## config.mk

```make
export PLATFORM = sky130hd
export DESIGN_NAME = fd_skid_latch
export DESIGN_NICKNAME = d
export VERILOG_FILES = /design/src/rtl/fd_skid_latch.sv
export SDC_FILE = /design/constraint.sdc
export NUM_CORES = 1
export LEC_CHECK = 0
export ABC_AREA = 1
export CORE_ASPECT_RATIO = 0.7
export CORE_MARGIN = 3
export CORE_UTILIZATION = 56
export DETAILED_ROUTE_END_ITERATION = 6
export PLACE_DENSITY = 0.95
export SLEW_MARGIN = 20
export SYNTH_ARGS = -nofsm -noshare
export SYNTH_HDL_FRONTEND = slang
export SYNTH_SLANG_ARGS = --single-unit
```

## constraint.sdc

```tcl
create_clock -name clk -period 3.3 [get_ports clk]
set_input_delay 0.33 -clock clk [delete_from_list [all_inputs] [get_ports clk]]
set_output_delay 0.33 -clock clk [all_outputs]
set_load 0.01 [all_outputs]
```

## src/rtl/fd_skid_latch.sv

```systemverilog
// Fetch/decode pipeline latch with a one-entry skid buffer. Accepted beats appear one cycle later and in_ready is registered.
// Defining FD_SKID_LATCH_STATS_EN adds saturating stall_cnt/flush_cnt outputs.
module fd_skid_latch #(
  parameter int PC_W   = 32,
  parameter int INSN_W = 32
) (
  input  logic              clk,
  input  logic              clr,
  input  logic              flush,
  input  logic              in_valid,
  output logic              in_ready,
  input  logic [PC_W-1:0]   in_pc,
  input  logic [INSN_W-1:0] in_insn,
  output logic              out_valid,
  input  logic              out_ready,
  output logic [PC_W-1:0]   out_pc,
`ifdef FD_SKID_LATCH_STATS_EN
  output logic [INSN_W-1:0] out_insn,
  output logic [15:0]       stall_cnt,
  output logic [7:0]        flush_cnt
`else
  output logic [INSN_W-1:0] out_insn
`endif
);

  logic              m_valid_q, m_valid_d;
  logic [PC_W-1:0]   m_pc_q, m_pc_d;
  logic [INSN_W-1:0] m_insn_q, m_insn_d;
  logic              s_valid_q, s_valid_d;
  logic [PC_W-1:0]   s_pc_q, s_pc_d;
  logic [INSN_W-1:0] s_insn_q, s_insn_d;
  logic              in_fire, out_fire;

  // in_ready comes straight from a flop, so there is no out_ready -> in_ready path
  assign in_ready  = !s_valid_q;
  assign out_valid = m_valid_q;
  assign out_pc    = m_valid_q ? m_pc_q : '0;
  assign out_insn  = m_valid_q ? m_insn_q : '0;
  assign in_fire   = in_valid & in_ready;
  assign out_fire  = m_valid_q & out_ready;

  always_comb begin
    m_valid_d = m_valid_q;
    m_pc_d    = m_pc_q;
    m_insn_d  = m_insn_q;
    s_valid_d = s_valid_q;
    s_pc_d    = s_pc_q;
    s_insn_d  = s_insn_q;
    if (flush) begin
      m_valid_d = 1'b0;
      s_valid_d = 1'b0;
    end else if (!m_valid_q) begin
      if (in_fire) begin
        m_valid_d = 1'b1;
        m_pc_d    = in_pc;
        m_insn_d  = in_insn;
      end
    end else if (!s_valid_q) begin
      if (in_fire && out_fire) begin
        m_pc_d   = in_pc;
        m_insn_d = in_insn;
      end else if (in_fire) begin
        s_valid_d = 1'b1;
        s_pc_d    = in_pc;
        s_insn_d  = in_insn;
      end else if (out_fire) begin
        m_valid_d = 1'b0;
      end
    end else if (out_fire) begin
      // Skid drains into main; in_fire cannot happen while full
      m_pc_d    = s_pc_q;
      m_insn_d  = s_insn_q;
      s_valid_d = 1'b0;
    end
  end

  always_ff @(posedge clk) begin
    if (clr) begin
      m_valid_q <= 1'b0;
      m_pc_q    <= '0;
      m_insn_q  <= '0;
      s_valid_q <= 1'b0;
      s_pc_q    <= '0;
      s_insn_q  <= '0;
    end else begin
      m_valid_q <= m_valid_d;
      m_pc_q    <= m_pc_d;
      m_insn_q  <= m_insn_d;
      s_valid_q <= s_valid_d;
      s_pc_q    <= s_pc_d;
      s_insn_q  <= s_insn_d;
    end
  end

`ifdef FD_SKID_LATCH_STATS_EN
  logic [15:0] stall_cnt_q, stall_cnt_d;
  logic [7:0]  flush_cnt_q, flush_cnt_d;

  assign stall_cnt = stall_cnt_q;
  assign flush_cnt = flush_cnt_q;

  always_comb begin
    stall_cnt_d = stall_cnt_q;
    flush_cnt_d = flush_cnt_q;
    if (m_valid_q && !out_ready && stall_cnt_q != 16'hFFFF)
      stall_cnt_d = stall_cnt_q + 16'd1;
    // Only flushes that actually discard something are counted
    if (flush && (m_valid_q || s_valid_q) && flush_cnt_q != 8'hFF)
      flush_cnt_d = flush_cnt_q + 8'd1;
  end

  always_ff @(posedge clk) begin
    if (clr) begin
      stall_cnt_q <= '0;
      flush_cnt_q <= '0;
    end else begin
      stall_cnt_q <= stall_cnt_d;
      flush_cnt_q <= flush_cnt_d;
    end
  end
`endif

endmodule
```

======== Word-level counts from Yosys, hierarchy flattened ========
Cells that the tools add are included.
storage, ports and cells
  input port bits ......................... 69
  output and inout port bits .............. 66
  register bits ........................... 130
  word-level logic and storage cells ...... 39
operators by class
  muxes and demuxes ....................... 20
  bitwise logic cells ..................... 5
  eq/ne operators ......................... 2
  reductions and logical operators ........ 6
operator list
  cell                number
  $mux 32             12
  $mux 1              8
  $reduce_and 5->1    1
  $reduce_and 4->1    1
  $ne 3x1->1 const B  1
  $ne 3x2->1 const B  1
  $not 1->1           3
  $and 1x1->1         2
  $reduce_bool 2->1   1
  $reduce_or 2->1     1
  $logic_and 1x1->1   1
  $logic_not 1->1     1

======== Longest topological paths before layout ========
  depth after elaboration ................. 6
  gate-level depth with buffers ........... 10

======== Worst setup path after synthesis ========
OpenSTA, ideal clock, no wires.
  kind .................................... register to output
  start point ............................. register m_valid_q (netlist: out_valid)
  end point ............................... output out_pc[10]
  setup slack ............................. 1.806 ns
  cell stages (with the launch flop) ...... 5
  arrival ................................. 1.164 ns
  path through ............................ dfxtp_1 -> clkbuf_1 -> clkbuf_1 -> nand2_1 -> inv_1
on the way
  word-level cells in the longest chain between the ends .. 1
RTL lines
  what                    RTL line  RTL
  from (decl)             26        logic m_valid_q, m_valid_d;
  from (signal assigned)  86        m_valid_q <= m_valid_d;
  $mux 32                 37        assign out_pc = m_valid_q ? m_pc_q : '0;
  to (decl)               16        output logic [PC_W-1:0] out_pc,
Every way passes these cells.

======== Worst setup path after layout ========
  start point ............................. register m_valid_q (netlist: out_valid)
  end point ............................... output out_pc[21]
Same word-level chain as after synthesis.

==> key figures <==
Logic synthesis
  – Synth Area per Inst: 6.25 µm²
  – Mapped Nets: 1149
  – Cells after synthesis: 1080
  – #FFs+latches synth: 130
  – Synth area leader: dfxtp_1
  – Yosys top cell area share: 38.6%
  – Sequential area share after synthesis: 38.6%
  – Mapped Area: 0.00675 mm²
  – Most area-consuming cells after synthesis: dfxtp_1 (39%), nand2_1 (18%), a21oi_1 (9.6%)
  – Cell variety after synth: 17
  – Ys Warns: 0

Pwr
  – Static Leak: 4.12 nW
  – Power Internal: 2.88 mW
  – Share of power burned in registers: 43.3%
  – Logic pwr share: 12.3%
  – Power Density: 453 mW/mm²
  – Net Sw Frac: 25.3%
  – P_sw: 978 µW
  – Clock power share: 44.4%
  – Worst vdd ir: 0.427 mV
  – Final Power: 3.86 mW

Route
  – Vias/cell: 5.59
  – Drt first pass iters: 6
  – DRT iter0 DRCs: 951
  – Post-route ant nets: 0
  – WL/cell: 14.6 µm
  – Number of remaining DRC errors: 0
  – Via count: 7358
  – Drt total wl: 19200 µm

Worst setup path
  – R2R depth: 8
  – Critical path endpoint category: primary output
  – WP data arrival: 2.28 ns
  – Reg2reg setup slack: 1.08 ns
  – R2R Path End: m_insn_q[16]$_SDFFE_PP0P_
  – CP startpoint kind: flop
  – Critical path class: reg2out
  – Critical Path RT: 2.97 ns
  – Reg-to-reg startpoint: out_valid$_SDFF_PP0_
  – Worst-path fanout max: 93

Flow run
  – Max-cap viol count: 0

GRT
  – GR Overflow Total: 0
  – Initial antenna violation count: 0
  – First-pass GRT wire length: 31700 µm
  – Gr usage total: 28.4%
  – Vias in the first global route: 6783
  – Largest net degree at the start of global routing: 94

STA
  – Layout Skew: 0.00797 ns
  – Slew margin rel.: 23.7%
  – Hold violation total from the final report: 0
  – Hold_ws: 0.461 ns
  – Final Setup Violations: 0
  – Post-layout min period: 2.61 ns
  – Fmax: 0.383 GHz
  – Final TNS setup: 0 ns
  – RSZ-0062 raised after global routing: no
  – Worst-Margin Slew: 1.14 ns
  – Max-slew violations: 0
  – Tcrit/Tclk final: 79.1%

Clock network
  – Worst-Skew Late Latency: 0.41 ns
  – Clock buffer depth: 2
  – H-tree depth: 4
  – Root Buffer: clkbuf_16
  – CTS tree: built
  – Post-cts repair resize count: 0
  – Cts hold-fix bufs: 0
  – Post-CTS setup buffers: 0
  – # clock sinks: 130
  – Num CTS Buffers: 17
  – Reg clk slew, reported paths: 0.05 ns

Place
  – Post-DP Area: 0.00800 mm²
  – GPL Wtd Cong: 0.810
  – HPWL Detailed: 11200 µm
  – I/O Buffers: 134

Cells and area
  – Layout Utilization: 75.0%
  – Layout cells sized above 1: 4.47%
  – Area grow syn2layout: 26.4%
  – Most frequent cells in the layout: nand2_1 (322), clkdlybuf4s50_1 (133), inv_1 (132)
  – Ant. Diodes: 0
  – Nets: 1220
  – Post-route design area: 0.00853 mm²
  – Most common cell after layout, fill and taps aside: nand2_1

Die
  – Starting Density: 59.4%
  – Top-Level Pins: 135
  – Die Wd: 137 µm
  – Die H: 97.9 µm
  – Cell Rows: 32
  – Die area: 0.0134 mm²
  – Core ar.: 0.0114 mm²

Min path
  – Worst hold start: s_insn_q[13]$_SDFFE_PP0P_
  – Number of cells on the worst hold path: 2
  – HP Class: reg2reg
  – Hold EP: s_insn_q[13]$_SDFFE_PP0P_

Run status
  – Outcome: finished clean
==> critical path, cell delays in order (launching register included) <==
cell             delay, ns
dfxtp_4               0.63
buf_12                0.39
nand2_1               0.17
inv_1                 0.09
clkdlybuf4s50_1       0.53
==> power by group through the flow <==
stage	clock, mW	sequential (mW)	combinational (mW)
finish	1.72	1.67	0.474
global route	1.80	1.68	0.525
CTS	1.72	1.67	0.469
detailed placement	0	1.70	0.462
global placement	0	1.70	0.452
floorplan	0	1.69	0.292
==> per-stage QoR <==
stage               setup WS, ns  std cells
finish                     0.691       1317
global placement            1.06       1285
CTS                        0.718       1317
global route               0.602       1317
floorplan                   1.81       1080
detailed placement          1.01       1285
==> layout make-up <==
class,instances,area (µm²)
well taps,153,191
clock inverters,4,21.3
repair buffers,149,1470
multi-input cells,718,3220
flip-flops and latches,130,2610
fillers,878,2840
inverters,135,507
clock buffers,28,517
==> kinds of logic (layout without fill, tap and decap cells) <==
group           Yosys count  after routing  synth area share [%]
compound gates          132            132                  9.83
buf+inv                 232            316                  14.1
flops                   130            130                  38.6
simple gates            586            586                  37.5
==> worst max path at each step <==
stage	from	to	cells after the start
after detailed placement	in_valid	m_insn_q[27]$_SDFFE_PP0P_	9
after global placement	in_valid	m_insn_q[19]$_SDFFE_PP0P_	9
final	out_valid$_SDFF_PP0_	out_pc[21]	4
after CTS	out_valid$_SDFF_PP0_	out_pc[21]	4
after global routing	out_valid$_SDFF_PP0_	out_pc[24]	4
after floorplan	out_valid$_SDFF_PP0_	out_pc[10]	4
==> registers in the layout, indices dropped and copies added, names as in the netlist <==
name / count
m_insn_q: 32
s_pc_q: 32
s_valid_q: 1
out_valid: 1
m_pc_q: 32
s_insn_q: 32
==> cells in the mapped netlist, drive strengths merged <==
cell / instances
a21oi: 129
buf: 71
clkbuf: 26
dfxtp: 130
inv: 135
nand2: 324
nand3: 129
nand4: 64
nor2: 68
nor3: 1
o21a: 1
o21ai: 2
==> per-layer routing <==
metal	up-vias	share of wire, %	global-route usage, %
li1	3585	-	-
met1	3301	41	38.2
met2	423	46	44.4
met3	49	10	7.47
met4	0	2.1	9.89
met5	-	0	0
(Power assumes the default switching activity.)
